`config.mk`:
```
export PLATFORM = sky130hd
export DESIGN_NAME = stq_drain_ctrl
export DESIGN_NICKNAME = d
export VERILOG_FILES = /design/src/rtl/stq_pkg.sv /design/src/rtl/stq_ptr_wrap.sv /design/src/rtl/stq_drain_ctrl.sv
export SDC_FILE = /design/constraint.sdc
export NUM_CORES = 1
export LEC_CHECK = 0
export CAP_MARGIN = 10
export CORE_AREA = 2 2 76 78
export CTS_CLUSTER_DIAMETER = 200
export DETAILED_ROUTE_END_ITERATION = 6
export DIE_AREA = 0 0 78 80
export HOLD_SLACK_MARGIN = 0.02
export PLACE_DENSITY = 0.71
export SLEW_MARGIN = 10
export SYNTH_ARGS = -nofsm -noshare
export SYNTH_HDL_FRONTEND = slang
export SYNTH_SLANG_ARGS = --single-unit
```
`constraint.sdc`:
```
create_clock -name clk -period 9.15 [get_ports clk]
set_clock_uncertainty 0.1 [all_clocks]
set_input_delay 1.83 -clock clk [delete_from_list [all_inputs] [get_ports clk]]
set_output_delay 1.83 -clock clk [all_outputs]
set_load 0.01 [all_outputs]
```
`src/rtl/stq_pkg.sv`:
```
// Shared sizing and types for the store-queue drain controller.
package stq_pkg;

  localparam int STQ_DEPTH = 16;
  localparam int STQ_INDEX = 4;
  localparam int STQ_WIDTH = 8;

  // Opaque STQ RAM payload (address+data+size).
  typedef logic [STQ_WIDTH-1:0] stq_payload_t;

  // Occupancy counts need one extra bit to represent a completely full queue.
  typedef logic [STQ_INDEX:0] stq_cnt_t;

endpackage

```
`src/rtl/stq_ptr_wrap.sv`:
```
// Modulo-DEPTH queue pointer: advances by 0-2 per cycle, or loads a new value.
module stq_ptr_wrap #(
  parameter int INDEX = 4
) (
  input  logic             clk,
  input  logic             reset,
  input  logic [1:0]       add,
  input  logic             load,
  input  logic [INDEX-1:0] load_val,
  output logic [INDEX-1:0] ptr
);

  // Pointer register; wraps naturally because DEPTH is a power of two.
  // NOTE: sequential state uses non-blocking assignments so every register
  // samples pre-edge values, independent of block evaluation order.
  always_ff @(posedge clk) begin
    if (reset) begin
      ptr <= '0;
    end else if (load) begin
      ptr <= load_val;
    end else begin
      ptr <= ptr + INDEX'(add);
    end
  end

endmodule

```
`src/rtl/stq_drain_ctrl.sv`:
```
// Store-queue occupancy and drain controller: allocates at dispatch, tracks
// commits, reads committed entries in order and presents them to the D-cache
// through a one-entry valid/ready output register.
module stq_drain_ctrl
  import stq_pkg::*;
#(
  parameter int DEPTH = STQ_DEPTH,
  parameter int INDEX = STQ_INDEX,
  parameter int WIDTH = STQ_WIDTH
) (
  input  logic             clk,
  input  logic             reset,
  input  logic [1:0]       allocCnt_i,
  input  logic [1:0]       commitCnt_i,
  input  logic             flush_i,
  output logic [INDEX-1:0] tail_o,
  output logic [INDEX:0]   freeCnt_o,
  output logic             full_o,
  output logic             empty_o,
  output logic [INDEX-1:0] ramAddr_o,
  input  logic [WIDTH-1:0] ramData_i,
  output logic             dcValid_o,
  output logic [WIDTH-1:0] dcData_o,
  input  logic             dcReady_i,
  output logic             errSticky_o
);

  logic [INDEX-1:0] head;
  logic [INDEX-1:0] commit_ptr;
  logic [INDEX-1:0] commit_nxt;
  logic [INDEX:0]   cnt;
  logic [INDEX:0]   ccnt;
  logic [INDEX:0]   cnt_nxt;
  logic [INDEX:0]   ccnt_nxt;
  logic             out_valid;
  logic [WIDTH-1:0] out_data;

  logic [1:0]       alloc_add;
  logic [1:0]       commit_add;
  logic             alloc_err;
  logic             commit_err;
  logic             drain_load;

  assign freeCnt_o   = (INDEX+1)'(DEPTH) - cnt;
  assign full_o      = freeCnt_o < (INDEX+1)'(2);
  assign empty_o     = (cnt == '0) && !out_valid;
  assign ramAddr_o   = head;
  assign dcValid_o   = out_valid;
  assign dcData_o    = out_data;
  assign commit_nxt  = commit_ptr + INDEX'(commit_add);

  // Legality checks and counter deltas; alloc uses the pre-drain free count.
  // NOTE: every always_comb output gets a default first so no path can leave
  // it unassigned and infer a latch.
  always_comb begin
    alloc_err  = 1'b0;
    commit_err = 1'b0;
    alloc_add  = 2'd0;
    commit_add = 2'd0;
    drain_load = (ccnt != '0) && (!out_valid || dcReady_i);

    if ((INDEX+1)'(commitCnt_i) > (cnt - ccnt)) begin
      commit_err = 1'b1;
    end else begin
      commit_add = commitCnt_i;
    end

    // A flush discards the dispatch slot entirely, so its alloc is not judged.
    if (!flush_i) begin
      if ((INDEX+1)'(allocCnt_i) > freeCnt_o) begin
        alloc_err = 1'b1;
      end else begin
        alloc_add = allocCnt_i;
      end
    end

    ccnt_nxt = ccnt + (INDEX+1)'(commit_add) - (INDEX+1)'(drain_load);
    if (flush_i) begin
      cnt_nxt = ccnt_nxt;
    end else begin
      cnt_nxt = cnt + (INDEX+1)'(alloc_add) - (INDEX+1)'(drain_load);
    end
  end

  stq_ptr_wrap #(.INDEX(INDEX)) u_head (
    .clk      (clk),
    .reset    (reset),
    .add      ({1'b0, drain_load}),
    .load     (1'b0),
    .load_val ('0),
    .ptr      (head)
  );

  stq_ptr_wrap #(.INDEX(INDEX)) u_commit (
    .clk      (clk),
    .reset    (reset),
    .add      (commit_add),
    .load     (1'b0),
    .load_val ('0),
    .ptr      (commit_ptr)
  );

  // On flush the tail snaps back to just past the youngest committed store.
  stq_ptr_wrap #(.INDEX(INDEX)) u_tail (
    .clk      (clk),
    .reset    (reset),
    .add      (alloc_add),
    .load     (flush_i),
    .load_val (commit_nxt),
    .ptr      (tail_o)
  );

  // Occupancy counters: alloc, commit and drain deltas land in the same edge.
  always_ff @(posedge clk) begin
    if (reset) begin
      cnt  <= '0;
      ccnt <= '0;
    end else begin
      cnt  <= cnt_nxt;
      ccnt <= ccnt_nxt;
    end
  end

  // Output register: refill from RAM when free or being accepted, else hold.
  always_ff @(posedge clk) begin
    if (reset) begin
      out_valid <= 1'b0;
      out_data  <= '0;
    end else if (drain_load) begin
      out_valid <= 1'b1;
      out_data  <= ramData_i;
    end else if (out_valid && dcReady_i) begin
      out_valid <= 1'b0;
    end
  end

  // Sticky protocol-violation flag for over-allocation or over-commit.
  always_ff @(posedge clk) begin
    if (reset) begin
      errSticky_o <= 1'b0;
    end else if (alloc_err || commit_err) begin
      errSticky_o <= 1'b1;
    end
  end

endmodule

```
Word-level counts from Yosys, hierarchy flattened
Cells that the tools add are included.
{ "totals": {"ramBits": 0, "latchBits": 0, "mem_count": 0, "word_cells": 39, "output_inout_bits": 25, "input_bits": 16, "regBits": 32, "romBits": 0} }
{ "classes": {"n_eq_ne": 0, "mux": 10, "div": 0, "bitwise_logic": 0, "addsub": 9, "magnitude_cmp": 3, "reduce_logical": 9, "multipliers": 0, "shift": 0} }
{ "ops": {"columns": ["op", "count"], "rows": [
  ["adder 5 x 2 -> 5 bit", 2],
  ["greater-than comparator 2 x 5 -> 1 bit", 2],
  ["subtractor 5 x 1 -> 5 bit", 2],
  ["adder 4 x 2 -> 4 bit", 2],
  ["2-to-1 mux 2 bit", 3],
  ["zero test 5 bit", 1],
  ["less-than comparator 5 x 2 -> 1 bit (second input constant)", 1],
  ["2-to-1 mux 1 bit", 5],
  ["2-to-1 mux 5 bit", 1],
  ["nonzero test 5 bit", 1],
  ["subtractor 5 bit", 1],
  ["subtractor 5 bit (first input constant)", 1],
  ["adder 4 x 1 -> 4 bit", 1],
  ["2-to-1 mux 4 bit", 1],
  ["logical AND 1 bit", 3],
  ["logical OR 1 bit", 2],
  ["nonzero test 2 bit", 1],
  ["zero test 1 bit", 1]
]} }

Longest topological paths before layout
Gate-level depths: netlist (run 1).
{ "depth": {"depth_word": 7, "ltp_mapped": 18, "mapped_depth_nobuf": 17} }

Modules after synthesis
From an unflattened synthesis (run 1), not the netlist that was laid out.
{ "unflattened": {"hier_cells": 257, "area_unflattened_um2": 2248.4} }
{ "by_module_without_submodules": {"columns": ["module", "area_each_um2", "seq_area_each_um2", "instances", "cells_per_inst"], "rows": [
  ["stq_drain_ctrl", 1587.8, 400.4, 1, 179],
  ["stq_ptr_wrap", 220.2, 80.1, 3, 26]
]} }

Worst setup path after synthesis (run 1)
Ideal clock, no wire load.
{ "synth_timing": {"kind": "input-to-reg", "from": "input allocCnt_i[1]", "to": "register cnt[4]", "setup_time_ns": 0.092, "path_stages": 14, "path_buffers": 0, "t_required_ns": 8.958, "t_arrival_ns": 4.209, "path_slack_ns": 4.749, "path_cell_list": "ha_1 > nor2b_4 > o2111a_1 > a21oi_2 > nand3b_1 > ha_1 > inv_1 > ha_1 > inv_1 > fa_1 > nor2b_1 > o21bai_1 > and3_1 > o32ai_1"} }
{ "synth_via": {"elab_chain_len": 6} }
{ "synth_rtl": {"columns": ["element", "line_no", "source"], "rows": [
  ["from (decl)", "stq_drain_ctrl.sv:13", "input logic [1:0] allocCnt_i,"],
  ["greater-than comparator 2 x 5 -> 1 bit", "stq_drain_ctrl.sv:70", "if ((INDEX+1)'(allocCnt_i) > freeCnt_o) begin"],
  ["2-to-1 mux 2 bit (*)", "stq_drain_ctrl.sv:70", null],
  ["2-to-1 mux 2 bit (*)", "stq_drain_ctrl.sv:69", "if (!flush_i) begin"],
  ["adder 5 x 2 -> 5 bit (*)", "stq_drain_ctrl.sv:81", "cnt_nxt = cnt + (INDEX+1)'(alloc_add) - (INDEX+1)'(drain_load);"],
  ["subtractor 5 x 1 -> 5 bit (*)", "stq_drain_ctrl.sv:81", null],
  ["2-to-1 mux 5 bit (*)", "stq_drain_ctrl.sv:78", "if (flush_i) begin"],
  ["to (signal assigned)", "stq_drain_ctrl.sv:119", "cnt <= cnt_nxt;"],
  ["to (decl)", "stq_drain_ctrl.sv:31", "logic [INDEX:0] cnt;"]
]} }
Mark *: on every way between the ends. The rest lies on a longest branch, timed or not.
A chain may end at the register's enable or synchronous reset.

Final worst setup path (run 1)
Ends and elaborated chain as after synthesis.

==> results of run 1 <==
-- layer usage --
| layer | GRT usage [%] | share of wire, % |
|---|---|---|
| met4 | 5.79 | 1.7 |
| met5 | 0 | 0 |
| met1 | 19.7 | 50 |
| met2 | 24.1 | 45 |
| met3 | 3.51 | 2.5 |
-- layout make-up --
| type | count | share of cell area, % |
|---|---|---|
| Inverter | 31 | 4.35 |
| Clock buffer | 5 | 2.57 |
| Multi-Input combinational cell | 158 | 49.5 |
| Sequential cell | 32 | 24.0 |
| Tap cell | 72 | 3.37 |
| Timing Repair Buffer | 42 | 15.5 |
| Clock inverter | 3 | 0.702 |
-- worst min path at each step --
stage	endpoint	cells after the start	slack (ps)
floorplan	u_commit.ptr[3]	2	380
global placement	dcData_o[5]	2	380
detailed placement	dcData_o[0]	2	390
CTS	dcData_o[0]	2	400
global route	errSticky_o	2	430
finish	dcData_o[0]	2	390
-- metrics by stage --
stage | util [%] | hold WS (ps)
detailed placement | 47.8 | 386
global placement | 47.8 | 377
CTS | 49.4 | 403
finish | 49.4 | 394
global route | 49.4 | 427
floorplan | - | 378
-- power breakdown --
group / switching [mW] / internal, mW / leakage, nW / total (mW)
logic: 0.321 / 0.323 / 0.884 / 0.644
registers: 0.0395 / 0.187 / 0.265 / 0.226
clock network: 0.0553 / 0.0529 / 0.0479 / 0.108
total: 0.416 / 0.563 / 1.20 / 0.979
-- sequential cells by signal, indices dropped and copies added, names as in the netlist --
name	cells
dcData_o	8
ccnt	5
cnt	5
u_commit.ptr	4
u_head.ptr	4
u_tail.ptr	4
dcValid_o	1
errSticky_o	1
-- cells by family after synthesis --
family	count (synthesis)	synth area share (%)
compound gates	38	12.8
mux	10	4.71
simple gates	61	16.5
buf+inv	39	7.60
flops	32	30.2
fa+ha+maj	35	22.4
xor+xnor	14	5.77
-- critical path: stages --
cell and delay (ps):
sky130_fd_sc_hd__clkdlybuf4s50_1 450, sky130_fd_sc_hd__ha_1 330, sky130_fd_sc_hd__nor2b_4 140, sky130_fd_sc_hd__o2111a_1 230, sky130_fd_sc_hd__a21oi_2 250, sky130_fd_sc_hd__nand3b_1 140, sky130_fd_sc_hd__ha_1 290, sky130_fd_sc_hd__inv_1 50
sky130_fd_sc_hd__ha_1 150, sky130_fd_sc_hd__inv_1 60, sky130_fd_sc_hd__fa_1 380, sky130_fd_sc_hd__nor2b_1 190, sky130_fd_sc_hd__o21bai_1 100, sky130_fd_sc_hd__and3_1 180, sky130_fd_sc_hd__o32ai_1 210
-- cells in the final DEF, fill, tap and decap left out, types with 9 or more instances in the layout --
cell                              count
sky130_fd_sc_hd__a21oi_1             11
sky130_fd_sc_hd__clkdlybuf4s50_1     40
sky130_fd_sc_hd__dfxtp_1             32
sky130_fd_sc_hd__ha_1                30
sky130_fd_sc_hd__inv_1               31
sky130_fd_sc_hd__mux2i_1             10
sky130_fd_sc_hd__nor2_1              22
sky130_fd_sc_hd__nor2b_1             11
sky130_fd_sc_hd__xnor2_1              9
==> run summary, run 1 <==
The flow ran to the end, and the final reports show no timing, DRC or antenna violations. Derived from the worst setup path, the maximum achievable clock frequency is 205 MHz. In this run the core area contains 27 standard-cell rows. Dividing the detail-routed via count by the number of cells gives roughly 4.7. The final cycle utilization of the critical path came out at 53.3%. The initial core utilization is 39.3%. The final count of negative-setup-slack endpoints is 0.

The launching point of the worst reg2reg path is cnt[0]. The filler cell count in the final layout is roughly 540. The boundary pin count came out at a little over 40.

The first-pass GRT wire length is ~7400 um. For this run, the leading register cell type out of synthesis is sky130_fd_sc_hd__dfxtp_1. OpenSTA, run right after detailed placement, puts the worst setup slack at approximately 4000 ps. Yosys instantiated no cell more often than sky130_fd_sc_hd__dfxtp_1. The remaining global-route overflow came out at 0. The floorplan step defined a die boundary enclosing around 6200 sq um. Summing over every cut layer, the via total after detailed routing is roughly 1600.

The summed negative setup slack over all endpoints is 0 ps. Across the run, the number of max-cap violations was 0. The least setup slack across all paths after layout is around 4300 ps. The number of buffers on the longest clock path is 2. After synthesis, the most frequently instantiated cells are sky130_fd_sc_hd__dfxtp_1 (32), sky130_fd_sc_hd__inv_1 (31), sky130_fd_sc_hd__ha_1 (30). The critical path class is in2reg. The post-route netlist has 7.38% of its cells at a drive strength greater than 1. The remaining number of nets flagged by the antenna check after routing came out at 0. Summed over all layers, the routed wires come to between 4000 and 5000 um. The worst-case IR drop observed on VDD is 0.147 mV. The summed instance area of the synthesized netlist came out at approximately 2100 sq um. The detailed placer's ending HPWL came out at 3420 um. The number of unique standard cell types used by synthesis came out at 42.

The horizontal die dimension came out at 78 um. The final cell count without fillers came out at between 300 and 400. The number of buffers added to fix hold violations after cts came out at 0. The count of warnings emitted by yosys came out at 0.

In this run, placement finished with an instance count of roughly 340. The via count of the first global-routing pass came out at about 1600. The largest area contributor in the netlist is sky130_fd_sc_hd__dfxtp_1.

Synthesis inferred 32 register bits. The number of endpoints with negative hold slack in the final report came out at 0. The post-detailed-route DRC marker count is 0. The net count of the finished layout is around 320. The register-to-register setup slack is 5340 ps. STA classifies the critical path endpoint as a flop. A synthesized cell averages between 9 and 10 sq um. Overall power consumption after layout is estimated at slightly below 1 mW. For this design the static power due to leakage is about 1.2 nW. The total nets after synthesis is 280. In the synthesized netlist, the number of instances is ~230. Entering global routing, the biggest net connects 30 pins. The clock latency of the later-clocked register in the worst-skew pair came out at 290 ps. The startpoint of the tightest hold check path is dcData_o[0]. The total non-filler cell area in the finished layout is approximately 2700 sq um. TritonCTS built the clock tree.

The worst register-to-register path has a depth of 16. The maximum fanout along the worst path came out at 5. At the pin with the least slew margin, the transition time is just under 600 ps. Dividing the detail-routed wire length by the instance count gives 12.4 um.

For this run, the detailed router's first-pass iteration total came to 4. For the worst setup path, the data required time is slightly above 9000 ps. The weighted congestion reported at the end of routability-driven placement is approximately 0.9. The number of diodes added for antenna fixing came out at 0. The first routing iteration left 55 violations.

The arrival time at the worst endpoint came out at around 5000 ps. By area the synthesized netlist is led by sky130_fd_sc_hd__dfxtp_1 (30%), sky130_fd_sc_hd__ha_1 (18%), sky130_fd_sc_hd__inv_1 (5.5%). The number of antenna violations at the first check in global routing came to 0.

In this run the worst hold path is classified as reg2reg. Summing all flip-flop and latch instances after layout gives approximately 640 sq um. The core box area is between 5000 and 6000 sq um. The vertical die dimension came out at roughly 80 um. Following the worst setup path forward leads to its endpoint at cnt[4]. The library cell used as clock root buffer is sky130_fd_sc_hd__clkbuf_8. The synthesized design devotes to its leading area cell type between 30% and 40% of total area. In this run the tightest slew margin relative to its limit is about three fifths. The capture point of the worst reg-to-reg path is cnt[4].

The total clock buffers created by CTS is 5. Tracing the worst setup path back leads to its startpoint at allocCnt_i[1]. The total power density per cell area is around 370 nW/um^2. The async set-or-reset flop fraction in the synthesized netlist came out at 0%. The area growth from synthesis to layout is 25.8%. The combined area of the multi-input logic cells is roughly 1300 sq um. CTS saw 32 sinks.

The post-synthesis sequential area ratio is between 30% and 40%. The instance area after placement is 2580 sq um. The number of gates resized after CTS was 0. Global routing consumed, over all layers together, between 15 and 20% of the routing resources. The buffers inserted during post-CTS setup optimization came out at 0. The minimum period implied by the final worst setup slack is roughly 4900 ps. The clock input transition at the sequential cells of the worst setup and hold paths came out at 70 ps. The number of levels in the clock H-tree came out at 2. The synthesized design contains 0 enable-type register cells. The type of origin of the critical path is an input port. Setup repair after global routing left no endpoint under its margin.

The port buffer count is 40. The final count of pins violating max slew is 0.
No activity file was read; power rests on OpenSTA's default activity.
==> inputs of run 2 (changes only) <==
Clock period 9.15 ns to 4.82 ns, I/O delays scaled along.
==> run summary, run 2 (synthesis results as in run 1) <==
The number of levels in the clock H-tree came out at 2 (unchanged). The overall global routing resource usage is 15.3% (+0.26 points). The signal on the critical path passes through clkdlybuf4s50_1, ha_1, nor2b_4, o2111a_1, a21oi_2, nand3b_1, ha_1, inv_1, ha_1, inv_1, fa_1, nor2b_1, o21bai_1, and3_1, o32ai_1.

The total clock buffers created by CTS came to 5 (unchanged). The critical path class is in2reg. The total non-filler cell area in the finished layout is 2720 sq um (+1.7%). The boundary pin count is 41 (unchanged). The endpoint required time on the critical path is 4910 ps (-4340 ps). The headroom to the max-slew limit is 63.2% (+1.8 points). The number of nets in the layout is 322 (+0.31%). The instance area after placement came out at 2590 sq um (+0.29%). The weighted congestion reported at the end of routability-driven placement is 0.880 (-2.6%).

The maximum fanout along the worst path came to 5 (unchanged). The buffers inserted during post-CTS setup optimization came out at 0 (unchanged). The peak supply drop is 0.348 mV (+140%). The run finished with clean final reports. The arrival time at the worst endpoint came out at 4070 ps (-900 ps). The worst stage delay on the critical path is 450 ps (about the same). Setup repair after global routing left no endpoint under its margin. The final count of negative-setup-slack endpoints came to 0 (unchanged).

Among all stages on the critical path, the largest delay is contributed by sky130_fd_sc_hd__clkdlybuf4s50_1. The total detailed-routing wirelength is 4420 um (+3.9%). The final cycle utilization of the critical path is about 83%. The horizontal die dimension is 78 um (unchanged). The site row count is 27 (unchanged). The minimum period implied by the final worst setup slack came out at ~4000 ps. The clock sink count came out at 32 (unchanged). The number of buffers on the longest clock path is 2 (unchanged). The filler cell count in the final layout was 511 (-5.0%). The clock tree from TritonCTS is done.

The summed negative setup slack over all endpoints came out at 0 ps (unchanged). The post-detailed-route DRC marker count was 0 (unchanged). The total number of vias was 1679 (+4.3%). The remaining global-route overflow is 0 (unchanged). The post-detailed-route wirelength per cell came out at 12.9 um (+3.5%). The port buffer count is 40 (unchanged). The number of maximum-capacitance constraint violations came out at 0 (unchanged). The sort of element at the end of the critical path is a flop.

The final cell count without fillers is 344 (+0.29%). The via count of the first global-routing pass is 1684 (+6.2%). In the layout the commonest cells are sky130_fd_sc_hd__clkdlybuf4s50_1 (40), sky130_fd_sc_hd__dfxtp_1 (32), sky130_fd_sc_hd__inv_1 (31).

The post-detailed-route via-to-cell ratio came out at 4.88 (+4.0%). The static leakage came to 1.22 nW (+1.8%). The cell sitting at the root of the clock tree is a sky130_fd_sc_hd__clkbuf_8. The vertical die dimension came out at 80 um (unchanged). The total power density per cell area came out at 715 nW/um^2 (+95%).

The number of cells upsized or downsized after cts came out at 0 (unchanged). The number of flip-flops under the largest register name was 8 (unchanged). The worst hold slack across all endpoints is 395 ps (+1.27 ps). The final count of pins violating max slew is 0 (unchanged).

The number of buffer and inverter stages on the critical path is 3 (unchanged). The clock latency of the later-clocked register in the worst-skew pair came out at 280 ps (about the same). The number of placed instances, taps included is 336 (+0.30%). The core box area came out at 5410 sq um (unchanged). STA classifies the critical path startpoint as an input port. The clock input transition at the sequential cells of the worst setup and hold paths is 70 ps (about the same). The layout overhead on the synthesized area came out at 28.0%.

The largest net degree at the start of global routing came out at 18 (-40%). The worst setup slack before clock tree synthesis came out at 537 ps (-3460 ps). The number of buffers added to fix hold violations after cts came out at 0 (unchanged). The number of diodes added for antenna fixing is 0 (unchanged). The fraction of final layout cells sized beyond drive strength 1 came out at 7.72% (+0.34 points). The least setup slack across all paths after layout is 839 ps (-3430 ps). The number of endpoints with negative hold slack in the final report is 0 (unchanged). The number of antenna violations at the first check in global routing came out at 0 (unchanged).

The slew at the pin closest to its max-slew limit is 551 ps (-26.6 ps). Among the stages of the critical path, the cell type that occurs most often is sky130_fd_sc_hd__ha_1. The cell family contributing the most delay on the critical path is adder cells. The first-pass GRT wire length was 7500 um (+1.9%). Based on the critical path, the design can be clocked at up to roughly 250 MHz. The area of the die is 6240 sq um (unchanged). The most frequent standard cell in the layout excluding fill and tap cells is sky130_fd_sc_hd__clkdlybuf4s50_1.

The number of detailed-route iterations in the first pass is 4 (unchanged). The remaining number of nets flagged by the antenna check after routing is 0 (unchanged). The detailed placer's ending HPWL came out at 3480 um (+1.7%). The class of the tightest hold or removal check is reg2reg. The initial core utilization came out at 39.3% (unchanged).

The DRC marker count from the first detailed-route iteration came to 52 (-5.5%).
-- run 2: cell types whose count changed in the layout (fill, tap and decap cells not counted), sizes merged --
cell	change
buf	+1
bufinv	+1
clkbuf	+2
clkinv	-3
-- run 2: area by class of cell --
class	count	area, sq um	area share [%]
multi-input combinational	158	1320	48.6
sequential	32	641	23.6
timing repair buffer	43	423	15.6
inverter	31	116	4.28
tap	72	90.1	3.31
clock buffer	7	96.3	3.54
clock inverter	1	30.0	1.10
-- run 2: stage by stage --
| step | power (mW) | utilization, % |
|---|---|---|
| 2_1_floorplan | 1.29 | - |
| 3_3_place_gp | 1.64 | 48.0 |
| 6_report | 1.94 | 50.3 |
| 4_1_cts | 1.96 | 50.3 |
| 3_5_place_dp | 1.66 | 48.0 |
| 5_1_grt | 2.14 | 50.3 |
-- run 2: worst paths after layout --
path                      start  slack [ps]     endpoint  depth (start not counted)
setup reg to reg         cnt[0]         920       cnt[4]                         17
hold / removal      dcData_o[5]         400  dcData_o[5]                          2
hold reg to reg     dcData_o[5]         400  dcData_o[5]                          2
setup / recovery  allocCnt_i[1]         840       cnt[4]                         15
-- run 2: worst register-to-register path, stage by stage, from the launching register on --
cell and delay [ps]:
sky130_fd_sc_hd__dfxtp_1 460, sky130_fd_sc_hd__inv_1 120, sky130_fd_sc_hd__ha_1 230, sky130_fd_sc_hd__inv_1 70
sky130_fd_sc_hd__fa_1 420, sky130_fd_sc_hd__inv_1 70, sky130_fd_sc_hd__ha_1 230, sky130_fd_sc_hd__nor2b_1 140
sky130_fd_sc_hd__o2111ai_2 270, sky130_fd_sc_hd__o21ai_0 160, sky130_fd_sc_hd__ha_1 300, sky130_fd_sc_hd__inv_1 40
sky130_fd_sc_hd__ha_1 200, sky130_fd_sc_hd__fa_1 410, sky130_fd_sc_hd__a21oi_1 170, sky130_fd_sc_hd__o21bai_1 90
sky130_fd_sc_hd__xnor2_1 200, sky130_fd_sc_hd__o32ai_1 100
-- run 2: power by group --
part           internal, mW  switching, mW
Combinational         0.615          0.614
Sequential            0.355         0.0776
Clock                 0.182          0.100
Total                  1.15          0.791
-- run 2: layer usage --
| metal | track usage, % | vias up | routed length, um |
|---|---|---|---|
| li1 | - | 849 | - |
| met1 | 18.3 | 787 | 2020 |
| met2 | 27.2 | 36 | 2180 |
| met3 | 3.39 | 7 | 153 |
| met4 | 5.09 | 0 | 74 |
| met5 | 0 | - | 0 |
==> inputs of run 3 (changes only) <==
Clock period 4.82 ns to 4 ns, I/O delays scaled along.
==> run summary, run 3 (synthesis results as in run 1) <==
The slew at the pin closest to its max-slew limit came out at 504 ps (-47.1 ps). On the critical path, the stage with the largest delay is an instance of sky130_fd_sc_hd__clkdlybuf4s50_1. The launching point of the worst reg2reg path is cnt[0].

The static leakage came out at 1.23 nW (+0.70%). The number of buffers added to fix hold violations after cts came out at 0 (unchanged). The layout overhead on the synthesized area came out at 28.6%.

The vertical die dimension came out at 80 um (unchanged). The minimum period implied by the final worst setup slack is 3720 ps. The detailed placer's ending HPWL came out at 3480 um (about the same). The clock tree from TritonCTS is done. The worst stage delay on the critical path is 460 ps (about the same).

The class of the tightest hold or removal check is reg2reg. The post-detailed-route wirelength per cell came to 11.9 um (-7.5%). The port buffer count came out at 40 (unchanged). The total detailed-routing wirelength is 4160 um (-5.9%).

Following the worst setup path forward leads to its endpoint at cnt[4]. The endpoint identified for the worst register-to-register timing path is cnt[4]. The buffers inserted during post-CTS setup optimization came out at 0 (unchanged). The total power density per cell area came to 832 nW/um^2 (+16%).

The critical path class is in2reg. The maximum fanout along the worst path is 5 (unchanged). The instance area after placement is 2640 sq um (+1.7%). The final cycle utilization of the critical path is 93.1%. The clock sink count was 32 (unchanged).

The library cells used most frequently in the layout, excluding fill and tap cells, are sky130_fd_sc_hd__clkdlybuf4s50_1 (40), sky130_fd_sc_hd__dfxtp_1 (32), sky130_fd_sc_hd__inv_1 (31). The summed negative setup slack over all endpoints came to 0 ps (unchanged). The total number of vias is 1629 (-3.0%).

The final count of negative-setup-slack endpoints is 0 (unchanged). Traced cell by cell, the critical path runs through clkdlybuf4s50_1, ha_1, nor2b_4, o2111a_1, a21oi_2, nand3b_1, ha_1, inv_1, ha_1, inv_1, fa_1, nor2b_1, o21bai_1, and3_1, o32ai_1. The via count of the first global-routing pass came out at 1609 (-4.5%). The remaining number of nets flagged by the antenna check after routing came out at 0 (unchanged). The worst setup path is captured at a flop.

The area of the die is 6240 sq um (unchanged). The fraction of final layout cells sized beyond drive strength 1 came out at 9.35% (+1.6 points). The post-detailed-route DRC marker count is 0 (unchanged).

The DRC marker count from the first detailed-route iteration came out at 96 (+85%). The startpoint of the worst setup timing path is allocCnt_i[1]. The clock input transition at the sequential cells of the worst setup and hold paths is 60 ps (about the same). The endpoint required time on the critical path came out at 4090 ps (-820 ps).

The total non-filler cell area in the finished layout is 2730 sq um (+0.46%). The number of maximum-capacitance constraint violations is 0 (unchanged). The number of antenna violations at the first check in global routing was 0 (unchanged). The first-pass GRT wire length came to 7250 um (-3.4%). The final count of pins violating max slew came to 0 (unchanged). The timing-limited maximum frequency is 268 MHz. The remaining global-route overflow came out at 0 (unchanged). The library cell used as clock root buffer is sky130_fd_sc_hd__clkbuf_8. The number of levels in the clock H-tree came out at 2 (unchanged). The overall global routing resource usage is 14.5% (-0.77 points). Setup repair after global routing left no endpoint under its margin. The number of flip-flops under the largest register name came to 8 (unchanged). The arrival time at the worst endpoint came out at 3810 ps (-260 ps).

The number of buffers on the longest clock path is 2 (unchanged). The sum of internal, switching and leakage power came out at 2.27 mW (+17%). The depth of the most critical reg-to-reg path came to 17 (unchanged). The headroom to the max-slew limit came to 66.3% (+3.2 points).

The number of diodes added for antenna fixing is 0 (unchanged). The register-to-register setup slack came out at 320 ps (-600 ps). The initial core utilization is 39.3% (unchanged). The horizontal die dimension is 78 um (unchanged). The boundary pin count is 41 (unchanged). The total clock buffers created by CTS came out at 5 (unchanged). The final standard cell utilization of the core came out at 50.5% (+0.23 points). The most frequent standard cell in the layout excluding fill and tap cells is sky130_fd_sc_hd__clkdlybuf4s50_1.

The count of cells along the worst hold path came out at 2 (unchanged). The peak supply drop is 0.402 mV (+15%). The run finished with clean final reports. The type of origin of the critical path is an input port. The weighted congestion reported at the end of routability-driven placement is 0.792 (-10%).

The number of endpoints with negative hold slack in the final report came out at 0 (unchanged). The number of cells upsized or downsized after cts is 0 (unchanged). The largest net degree at the start of global routing is 21 (+3). The number of detailed-route iterations in the first pass is 5 (+1). The number of nets in the layout is 328 (+1.9%).

The site row count is 27 (unchanged). The clock latency of the later-clocked register in the worst-skew pair was 280 ps (about the same). The post-detailed-route via-to-cell ratio came to 4.65 (-4.6%).

Counting stages on the worst path, the most repeated cell is sky130_fd_sc_hd__ha_1. The core box area is 5410 sq um (unchanged).
run 3: cell types whose count changed in the layout (fill, tap and decap cells not counted), sizes merged:
cell	delta
buf	+6
clkinvlp	+1
bufinv	-1
run 3: worst min-delay path by stage:
stage                    start         endpoint  slack (ps)
2_1_floorplan  u_commit.ptr[3]  u_commit.ptr[3]         380
3_3_place_gp       dcData_o[7]      dcData_o[7]         380
3_5_place_dp       dcData_o[7]      dcData_o[7]         390
4_1_cts            dcData_o[7]      dcData_o[7]         400
5_1_grt            errSticky_o      errSticky_o         420
6_report           dcData_o[7]      dcData_o[7]         390
run 3: area by class of cell:
class / instances / area [sq um]
timing repair buffer: 49 / 468
inverter: 31 / 116
clock inverter: 1 / 7.51
sequential: 32 / 641
multi-input combinational: 158 / 1320
tap: 72 / 90.1
clock buffer: 7 / 86.3
fill: 529 / 2670
run 3: worst max-delay path, delay by kind of cell:
kind / cells / cell delay (ps)
adder cells (fa/ha/maj): 4 / 1150
AO/OA/AOI/OAI: 4 / 730
AND/OR/NAND/NOR: 4 / 580
buffers and inverters: 3 / 560
run 3: power by group:
group	switching, mW	total (mW)	internal (mW)
clock network	0.115	0.255	0.140
logic	0.733	1.51	0.780
registers	0.0785	0.506	0.428
total	0.926	2.27	1.35
run 3: per-layer routing:
metal	vias up	share of wire, %	GRT usage [%]
met5	-	0	0
met1	740	47	18.5
met3	2	2.8	3.51
met4	0	0.50	2.63
li1	867	-	-
met2	20	49	25.3
run 3: through the flow:
stage / instances / setup slack (ps) / hold WS, ps
6_report: 350 / 276 / 390
4_1_cts: 350 / 271 / 400
5_1_grt: 350 / 27.7 / 421
3_3_place_gp: 342 / 64.9 / 377
2_1_floorplan: 229 / 541 / 378
3_5_place_dp: 342 / -5.35 / 386
